File: src/rtl/noc_pkg.sv
// Shared NoC definitions: flit types, port/deroute codes, routing reset defaults
// and the router FSM state type.
package noc_pkg;

    localparam logic [2:0] HEADER  = 3'b001;
    localparam logic [2:0] PAYLOAD = 3'b010;
    localparam logic [2:0] TAIL    = 3'b100;

    typedef enum logic [2:0] {
        PORT_N = 3'd0,
        PORT_E = 3'd1,
        PORT_W = 3'd2,
        PORT_S = 3'd3,
        PORT_L = 3'd4
    } port_idx_e;

    // Deroute codes share the N/E/W/S numbering of the port index.
    typedef enum logic [1:0] {
        DR_N = 2'b00,
        DR_E = 2'b01,
        DR_W = 2'b10,
        DR_S = 2'b11
    } dr_code_e;

    localparam logic [7:0] RXY_RST = 8'h3C;
    localparam logic [3:0] CX_RST  = 4'hF;
    localparam logic [7:0] DR_RST  = 8'h00;

    typedef enum logic {
        ST_IDLE = 1'b0,
        ST_HOLD = 1'b1
    } route_state_e;

    function automatic logic [3:0] dir_onehot(input logic [1:0] code);
        dir_onehot = 4'b0001 << code;
    endfunction

endpackage

File: src/rtl/lbdr_route_comb.sv
// Combinational LBDR core: minimal candidates, port priority/fork and the
// deroute fallback when no minimal port is usable.
module lbdr_route_comb
    import noc_pkg::*;
#(
    parameter int X_W     = 2,
    parameter int Y_W     = 2,
    parameter int FORK_EN = 0
) (
    input  logic [X_W+Y_W-1:0] cur_addr,
    input  logic [X_W+Y_W-1:0] dst_addr,
    input  logic [7:0]         rxy,
    input  logic [3:0]         cx,
    input  logic [7:0]         dr,
    output logic [4:0]         port_req,
    output logic               derouted,
    output logic               legal
);

    logic [X_W-1:0] x_cur;
    logic [X_W-1:0] x_dst;
    logic [Y_W-1:0] y_cur;
    logic [Y_W-1:0] y_dst;
    logic           n1;
    logic           s1;
    logic           e1;
    logic           w1;
    logic           l_hit;
    logic           cand_n;
    logic           cand_e;
    logic           cand_w;
    logic           cand_s;
    logic [3:0]     cand;
    logic [3:0]     sel;
    logic [1:0]     prim_code;
    logic [1:0]     dr_code;
    logic [3:0]     dr_port;
    logic           dr_ok;

    assign x_cur = cur_addr[X_W-1:0];
    assign y_cur = cur_addr[X_W+Y_W-1:X_W];
    assign x_dst = dst_addr[X_W-1:0];
    assign y_dst = dst_addr[X_W+Y_W-1:X_W];

    assign n1 = y_dst < y_cur;
    assign s1 = y_cur < y_dst;
    assign e1 = x_cur < x_dst;
    assign w1 = x_dst < x_cur;

    assign l_hit = ~n1 & ~s1 & ~e1 & ~w1;

    // rxy = {Rsw,Rse,Rws,Rwn,Res,Ren,Rnw,Rne}, cx = {Cs,Cw,Ce,Cn}
    assign cand_n = ((n1 & ~e1 & ~w1) | (n1 & e1 & rxy[0]) | (n1 & w1 & rxy[1])) & cx[0];
    assign cand_e = ((e1 & ~n1 & ~s1) | (e1 & n1 & rxy[2]) | (e1 & s1 & rxy[3])) & cx[1];
    assign cand_w = ((w1 & ~n1 & ~s1) | (w1 & n1 & rxy[4]) | (w1 & s1 & rxy[5])) & cx[2];
    assign cand_s = ((s1 & ~e1 & ~w1) | (s1 & e1 & rxy[6]) | (s1 & w1 & rxy[7])) & cx[3];
    assign cand   = {cand_s, cand_w, cand_e, cand_n};

    always_comb begin
        sel = 4'b0000;
        if (FORK_EN != 0) begin
            sel = cand;
        end else if (cand[0]) begin
            sel = 4'b0001;
        end else if (cand[1]) begin
            sel = 4'b0010;
        end else if (cand[2]) begin
            sel = 4'b0100;
        end else if (cand[3]) begin
            sel = 4'b1000;
        end
    end

    // The primary direction picks which 2-bit deroute code applies.
    always_comb begin
        prim_code = DR_W;
        if (n1) begin
            prim_code = DR_N;
        end else if (s1) begin
            prim_code = DR_S;
        end else if (e1) begin
            prim_code = DR_E;
        end
        case (prim_code)
            DR_N:    dr_code = dr[1:0];
            DR_E:    dr_code = dr[3:2];
            DR_W:    dr_code = dr[5:4];
            default: dr_code = dr[7:6];
        endcase
    end

    assign dr_port = dir_onehot(dr_code);
    assign dr_ok   = (|(dr_port & cx)) && (dr_code != prim_code);

    always_comb begin
        port_req = 5'b00000;
        derouted = 1'b0;
        legal    = 1'b0;
        if (l_hit) begin
            port_req = 5'b10000;
            legal    = 1'b1;
        end else if (|sel) begin
            port_req = {1'b0, sel};
            legal    = 1'b1;
        end else if (dr_ok) begin
            port_req = {1'b0, dr_port};
            derouted = 1'b1;
            legal    = 1'b1;
        end
    end

endmodule

File: src/rtl/lbdr_dr_router.sv
// LBDR input-port router with deroute fallback: holds the loadable routing
// configuration and the per-packet FSM that latches the port request.
module lbdr_dr_router
    import noc_pkg::*;
#(
    parameter int          X_W          = 2,
    parameter int          Y_W          = 2,
    parameter int          FORK_EN      = 0,
    parameter int unsigned CUR_ADDR_RST = 5
) (
    input  logic               clk,
    input  logic               rst,
    input  logic               cfg_we,
    input  logic [7:0]         cfg_rxy,
    input  logic [3:0]         cfg_cx,
    input  logic [7:0]         cfg_dr,
    input  logic [X_W+Y_W-1:0] cfg_addr,
    input  logic               flit_valid,
    input  logic [2:0]         flit_id,
    input  logic [X_W+Y_W-1:0] dst_addr,
    input  logic               out_ready,
    output logic [4:0]         port_req,
    output logic               req_valid,
    output logic               derouted,
    output logic               route_err,
    output logic               proto_err
);

    localparam int              A_W           = X_W + Y_W;
    localparam logic [A_W-1:0] CUR_ADDR_INIT = A_W'(CUR_ADDR_RST);

    logic [7:0]     rxy_q;
    logic [3:0]     cx_q;
    logic [7:0]     dr_q;
    logic [A_W-1:0] addr_q;

    route_state_e   state_q;
    route_state_e   state_next;
    logic [4:0]     port_req_next;
    logic           req_valid_next;
    logic           derouted_next;
    logic           route_err_next;
    logic           proto_err_next;

    logic [4:0]     route_port;
    logic           route_derouted;
    logic           route_legal;

    always_ff @(posedge clk) begin
        if (rst) begin
            rxy_q  <= RXY_RST;
            cx_q   <= CX_RST;
            dr_q   <= DR_RST;
            addr_q <= CUR_ADDR_INIT;
        end else if (cfg_we) begin
            rxy_q  <= cfg_rxy;
            cx_q   <= cfg_cx;
            dr_q   <= cfg_dr;
            addr_q <= cfg_addr;
        end
    end

    lbdr_route_comb #(
        .X_W     (X_W),
        .Y_W     (Y_W),
        .FORK_EN (FORK_EN)
    ) u_route (
        .cur_addr (addr_q),
        .dst_addr (dst_addr),
        .rxy      (rxy_q),
        .cx       (cx_q),
        .dr       (dr_q),
        .port_req (route_port),
        .derouted (route_derouted),
        .legal    (route_legal)
    );

    // An unroutable header is left in the buffer; the FSM stays IDLE.
    always_comb begin
        state_next     = state_q;
        port_req_next  = port_req;
        req_valid_next = req_valid;
        derouted_next  = derouted;
        route_err_next = 1'b0;
        proto_err_next = 1'b0;
        case (state_q)
            ST_IDLE: begin
                if (flit_valid && flit_id == HEADER) begin
                    if (route_legal) begin
                        state_next     = ST_HOLD;
                        port_req_next  = route_port;
                        req_valid_next = 1'b1;
                        derouted_next  = route_derouted;
                    end else begin
                        route_err_next = 1'b1;
                    end
                end else if (flit_valid && (flit_id == PAYLOAD || flit_id == TAIL)) begin
                    proto_err_next = 1'b1;
                end
            end
            ST_HOLD: begin
                if (flit_valid && flit_id == HEADER) begin
                    proto_err_next = 1'b1;
                end else if (flit_valid && flit_id == TAIL && out_ready) begin
                    state_next     = ST_IDLE;
                    port_req_next  = 5'b00000;
                    req_valid_next = 1'b0;
                    derouted_next  = 1'b0;
                end
            end
            default: begin
                state_next = ST_IDLE;
            end
        endcase
    end

    always_ff @(posedge clk) begin
        if (rst) begin
            state_q   <= ST_IDLE;
            port_req  <= 5'b00000;
            req_valid <= 1'b0;
            derouted  <= 1'b0;
            route_err <= 1'b0;
            proto_err <= 1'b0;
        end else begin
            state_q   <= state_next;
            port_req  <= port_req_next;
            req_valid <= req_valid_next;
            derouted  <= derouted_next;
            route_err <= route_err_next;
            proto_err <= proto_err_next;
        end
    end

endmodule

File: config.mk
export PLATFORM = sky130hd
export DESIGN_NAME = lbdr_dr_router
export DESIGN_NICKNAME = d
export VERILOG_FILES = /design/src/rtl/noc_pkg.sv /design/src/rtl/lbdr_route_comb.sv /design/src/rtl/lbdr_dr_router.sv
export SDC_FILE = /design/constraint.sdc
export NUM_CORES = 1
export LEC_CHECK = 0
export ABC_AREA = 1
export CAP_MARGIN = 15
export CORE_MARGIN = 2
export CORE_UTILIZATION = 35
export CTS_BUF_LIST = sky130_fd_sc_hd__clkbuf_16
export CTS_CLUSTER_DIAMETER = 120
export DETAILED_ROUTE_END_ITERATION = 12
export DONT_BUFFER_PORTS = 1
export PLACE_DENSITY = 0.53
export SYNTH_ARGS = -nofsm -noshare
export SYNTH_HDL_FRONTEND = slang
export SYNTH_SLANG_ARGS = --single-unit
File: constraint.sdc
create_clock -name clk -period 4.6 [get_ports clk]
set_input_delay 1.15 -clock clk [delete_from_list [all_inputs] [get_ports clk]]
set_output_delay 1.15 -clock clk [all_outputs]
set_load 0.02 [all_outputs]
==> results of run 1 <==
## area by class of cell
class / instances / share of cell area [%]
Multi-Input combinational cell: 192 / 48.17
Sequential cell: 34 / 33.13
Inverter: 41 / 7.491
Clock buffer: 5 / 6.090
Tap cell: 70 / 4.263
Clock inverter: 3 / 0.8526
## worst min-delay path, stage by stage (launching register included)
cell	delay, ns
dfxtp_1	0.29
inv_1	0.06
a21oi_1	0.06
## cell usage in the layout (no fill, tap or decap), types with 2 or more instances in the layout
cell	Yosys	layout
inv_2	8	8
o21ai_0	18	18
inv_1	32	33
ha_1	4	4
nand3_1	22	22
dfxtp_1	34	34
nor2_2	2	2
a21oi_1	9	9
clkbuf_16	0	5
nand2_1	50	50
o211ai_1	3	3
nand3_2	4	4
nand4_1	9	9
nor2_1	46	46
nand2_4	5	5
o21ai_1	2	2
nand2_2	9	9
## kinds of logic (layout without fill, tap and decap cells)
| kind of cell | Yosys count | count (layout) |
|---|---|---|
| adder cells (fa/ha/maj) | 4 | 4 |
| flip-flops | 34 | 34 |
| XOR/XNOR | 2 | 2 |
| buffers and inverters | 49 | 49 |
| AND/OR/NAND/NOR | 152 | 152 |
| AO/OA/AOI/OAI | 34 | 34 |
## how the worst max path moves through the flow
stage | from | endpoint | slack (ns)
CTS | dst_addr[3] | port_req[1] | 1.75
global placement | dst_addr[3] | derouted | 1.50
floorplan | dst_addr[3] | port_req[1] | 1.74
detailed placement | dst_addr[3] | port_req[1] | 1.46
global route | dst_addr[3] | port_req[1] | 1.54
finish | dst_addr[3] | port_req[1] | 1.77
## report_power, final
group / internal [mW] / switching [mW] / total (mW) / leakage (nW)
clock: 0.198 / 0.126 / 0.324 / 0.0750
sequential: 0.313 / 0.0151 / 0.328 / 0.281
combinational: 0.0667 / 0.127 / 0.193 / 0.651
## registers in the layout, summed over array words and instances, names as in the netlist
register	flops
addr_q	4
req_valid	1
cx_q	4
proto_err	1
derouted	1
state_q	1
port_req	5
dr_q	8
rxy_q	8
route_err	1
## synthesized netlist by cell type, types with 2 or more instances
cell type / count
nand2_2: 9
o21ai_0: 18
buf_2: 2
nand4_1: 9
nand2_4: 5
nand3_2: 4
inv_1: 32
inv_2: 8
o211ai_1: 3
nor2_2: 2
nor2_1: 46
clkbuf_1: 5
nand2_1: 50
ha_1: 4
nand3_1: 22
o21ai_1: 2
dfxtp_1: 34
a21oi_1: 9
## per-layer routing
layer	GRT usage, %	up-vias
met2	26.93	35
li1	-	868
met3	5.059	5
met4	5.893	0
met1	18.54	702
met5	0	-
==> flow_summary_export.csv, run 1 <==
group,metric,value,unit
synth,synthAdderAreaFrac,2.685,%
finish,multi_input_area,989.7,um^2
power,p_leak,1.007,nW
global_route,antenna_found_initial,0,
global_route,grt_pass1_vias,1664,
finish,areaGrowthSynthToFinish,10.20,%
finish,design_area,0.002054,mm^2
cts,htreeDepth,2,
synth,netlist_area,0.001864,mm^2
synth,yosysWarningCount,0,
sta,final.min_clock_period,2.831,ns
cts,cts.sink_count,34,
finish,layout-drive-gt1-share,14.18,%
synth,synthCells,275,
synth,synth_xor_area_share,1.342,%
sta,worst_slew_pin_slew,0.8150,ns
placed_design,place_ws,1.461,ns
finish,antenna_cells,0,
finish,seqCellArea,680.7,um^2
placed_design,portBuffers,0,
finish,nFillCells,602,
critical_path,critPathArrivalTime,3.04,ns
sta,holdWs,0.4595,ns
outcome,status,"finished clean",
cts,cts.reportedPaths.clkPinSlew,0.06,ns
sta,finalCritPeriodShare,61.53,%
synth,synthDominantCellAreaShare,36.51,%
sta,finalMaxSlewViolations,0,
sta,worst_slack,1.770,ns
synth,yosys.area_share.simple,39.19,%
sta,fmax,353.3,MHz
floorplan,start_util,36.27,%
synth,synth_top_family_by_area,"simple AND/OR/NAND/NOR gates",
critical_path,slowest_stage,"ha_1",
critical_path,crit_family,"simple AND/OR/NAND/NOR gates",
sta,rsz0062_at_grt,"false",
sta,tns,0,ns
critical_path,cp_slowest_stage_delay,0.29,ns
synth,synthMuxAreaShare,0,%
placed_design,placed_area,0.001912,mm^2
sta,finalHoldViolations,0,
route,ant_nets,0,
global_route,gr-usage-all-layers,15.81,%
cts,clockBufferDepth,2,
floorplan,die-area,0.005927,mm^2
synth,mappedNetlistNets,315,
critical_path,crit_type,"primary input to register",
hold_path,min-delay-start,"dr_q[7]",
critical_path,reg2reg_depth,18,
route,wl_met3,252,um
synth,synth_area_leaders,"dfxtp_1, nand2_1, nor2_1, inv_1, nand3_1",
floorplan,rows,26,
hold_path,worstHoldPathType,"register to register",
route,wl_per_cell,11.89,um
cts,cts_hold_buf,0,
route,drt-pass1-iter-count,4,
global_route,grt-ovfl-total,0,
hold_path,whs_endpoint,"dr_q[7]",
route,via_per_inst,4.667,
synth,syn_area_per_cell,6.779,um^2
critical_path,worst-path-buf-inv,4,
critical_path,critical_path.startpoint_type,"primary input",
sta,maxSlewHeadroom,45.61,%
synth,synth_area_leader_cell,"dfxtp_1",
floorplan,fp.dieW,76.99,um
cts,postCtsSetupBuffers,0,
synth,yosysUniqueCellTypes,29,
critical_path,path_cells,"inv_1, ha_1, nand2_1, nand2_2, inv_2, nor2_1, o211ai_1, nand2_1, nand2_2, nand3_2, nor2_2, inv_2, nor2_4, nand2_4, nand2_4, nand2_2, nand2_1, inv_1, nor2_1",
synth,yosysSeqAreaShare,36.51,%
synth,ys_dominant_reg_cell,"dfxtp_1",
synth,synthArstFlopShare,0,%
critical_path,rrSetupSlack,2.36,ns
sta,setup_viol,0,
critical_path,crit_fanout,11,
critical_path,crit_required,4.81,ns
global_route,grt_max_degree,30,
route,drc,0,
floorplan,die_height,76.99,um
synth,synth_compound_area_share,9.866,%
synth,synth_edf_count,0,
floorplan,io_pins,45,
cts,cts_tree,"built",
cts,cts-resized-gates,0,
power,power_density,411.8,mW/mm^2
power,p_total,846.0,uW
critical_path,cp-end-kind,"register",
route,via_count,1610,
route,wl_met1,1866,um
global_route,grt_pass1_wl,7507,um
route,routed.top_layer,"met4",
placed_design,place_inst,337,
critical_path,crit_cells,19,
placed_design,gp_congestion,0.8048,
finish,final_util,39.97,%
critical_path,r2r-end,"port_req[1]",
critical_path,timing.rr.start,"addr_q[3]",
floorplan,coreArea,0.005140,mm^2
finish,fin_nets,314,
cts,clk_latency,0.28,ns
route,drt-total-wl,4103,um
cts,cts_made_buffers,5,
hold_path,hold_depth,2,
synth,synth_seq_cells,34,
finish,stdcell_count,345,
route,wl_met2,1924,um
power,ir_drop,0.1784,mV
sta,skew,0.007268,ns
route,drt_iter0_drc,34,
flow_run,drv_cap,0,
cts,cts_root_buffer,"clkbuf_16",
placed_design,dp_hpwl,3115,um
No activity file was read; power rests on OpenSTA's default activity.
==> run 2: changes to the inputs <==
- clock period: 4.6 -> 2.8 ns (I/O delays scaled with it)
==> flow_summary_export.csv, run 2 (synthesized netlist as in run 1, its figures left out) <==
group,metric,value,unit
outcome,status,"finished clean",
global_route,grt-ovfl-total,0,
global_route,grt_max_degree,26,
sta,finalMaxSlewViolations,0,
finish,final_cell_mix,"nand2_1, nor2_1, dfxtp_1",
route,via_count,1635,
cts,clk_latency,0.28,ns
route,drt_iter0_drc,47,
sta,worst_slew_pin_slew,0.6767,ns
critical_path,worst-path-buf-inv,4,
power,power_density,671.3,mW/mm^2
placed_design,dp_hpwl,3111,um
finish,nFillCells,595,
finish,multi_input_area,989.7,um^2
power,ir_drop,0.3735,mV
route,drc,0,
cts,cts-resized-gates,0,
critical_path,cp_slowest_stage_delay,0.29,ns
placed_design,portBuffers,0,
floorplan,fp.dieW,76.99,um
power,p_leak,1.011,nW
finish,antenna_cells,0,
route,wl_per_cell,11.79,um
finish,layout-drive-gt1-share,14.49,%
critical_path,crit_fanout,11,
placed_design,gp_congestion,0.7985,
route,drt-pass1-iter-count,4,
global_route,grt_pass1_wl,7348,um
critical_path,critPathArrivalTime,2.59,ns
cts,clockBufferDepth,2,
sta,maxSlewHeadroom,54.83,%
critical_path,slowest_stage,"ha_1",
flow_run,drv_cap,0,
cts,htreeDepth,2,
sta,fmax,421.6,MHz
floorplan,coreArea,0.005140,mm^2
finish,areaGrowthSynthToFinish,10.60,%
critical_path,rrSetupSlack,0.58,ns
critical_path,critical_path.startpoint_type,"primary input",
sta,holdWs,0.4591,ns
finish,fin_nets,315,
sta,setup_viol,0,
floorplan,io_pins,45,
floorplan,die_height,76.99,um
cts,cts_tree,"built",
hold_path,worstHoldPathType,"register to register",
route,ant_nets,0,
cts,cts_hold_buf,0,
sta,rsz0062_at_grt,"false",
global_route,gr-usage-all-layers,15.41,%
finish,final_common_cell,"nand2_1",
critical_path,crit_type,"primary input to register",
finish,reg_top3,"dr_q (8), rxy_q (8), port_req (5)",
cts,postCtsSetupBuffers,0,
sta,skew,0.007243,ns
cts,cts.reportedPaths.clkPinSlew,0.05,ns
sta,finalHoldViolations,0,
finish,seqCellArea,680.7,um^2
global_route,grt_pass1_vias,1627,
floorplan,rows,26,
cts,cts.sink_count,34,
cts,cts_made_buffers,5,
sta,final.min_clock_period,2.372,ns
sta,tns,0,ns
critical_path,crit_required,3.01,ns
critical_path,crit_family,"simple AND/OR/NAND/NOR gates",
sta,finalCritPeriodShare,84.72,%
global_route,antenna_found_initial,0,
floorplan,die-area,0.005927,mm^2
route,drt-total-wl,4078,um
critical_path,cp-end-kind,"register",
cts,cts_root_buffer,"clkbuf_16",
critical_path,path_cells,"inv_1, ha_1, nand2_1, nand2_2, inv_2, nor2_1, o211ai_1, nand2_1, nand2_2, nand3_2, nor2_2, inv_2, nor2_4, nand2_4, nand2_4, nand2_2, nand2_1, inv_1, nor2_1",
floorplan,start_util,36.27,%
route,via_per_inst,4.725,
-- run 2: cell types whose count changed in the layout (fill, tap and decap cells not counted), sizes merged --
| cell | change |
|---|---|
| buf | +1 |
-- run 2: worst paths after layout --
check | start | endpoint | cells after the start
worst max-delay path | dst_addr[3] | port_req[1] | 19
worst min-delay path | rxy_q[6] | rxy_q[6] | 2
worst min register to register | rxy_q[6] | rxy_q[6] | 2
worst max register to register | addr_q[3] | port_req[1] | 18
-- run 2: power by group --
part	switching [mW]	internal (mW)
registers	0.0245	0.515
logic	0.208	0.111
clock network	0.201	0.326
-- run 2: metal layers --
metal / vias up / routed length [um] / GRT usage [%]
met5: - / 0 / 0
met2: 29 / 1944 / 25.44
met1: 730 / 1884 / 18.60
met3: 2 / 220 / 4.706
li1: 874 / - / -
met4: 0 / 29 / 6.429
-- run 2: area by class of cell --
class / count / area share, %
multi-input combinational: 192 / 48.00
sequential: 34 / 33.01
inverter: 41 / 7.464
clock buffer: 5 / 6.068
tap: 70 / 4.248
clock inverter: 3 / 0.8495
timing repair buffer: 1 / 0.3641
-- run 2: worst min-delay path, cell delays in order (launching register included) --
cell and delay, ns:
dfxtp_1 0.31, inv_1 0.05, a21oi_1 0.05
-- run 2: per-stage QoR --
step | total power [mW] | instances | utilization [%] | area, um^2 | setup slack (ns)
4_1_cts | 1.406 | 346 | 40.12 | 2062 | 0.3968
5_1_grt | 1.483 | 346 | 40.12 | 2062 | 0.1479
6_report | 1.384 | 346 | 40.12 | 2062 | 0.4279
3_5_place_dp | 0.8716 | 338 | 37.34 | 1919 | 0.1197
2_1_floorplan | 0.8236 | 275 | - | 1864 | 0.3946
3_3_place_gp | 0.8710 | 338 | 37.34 | 1919 | 0.1407
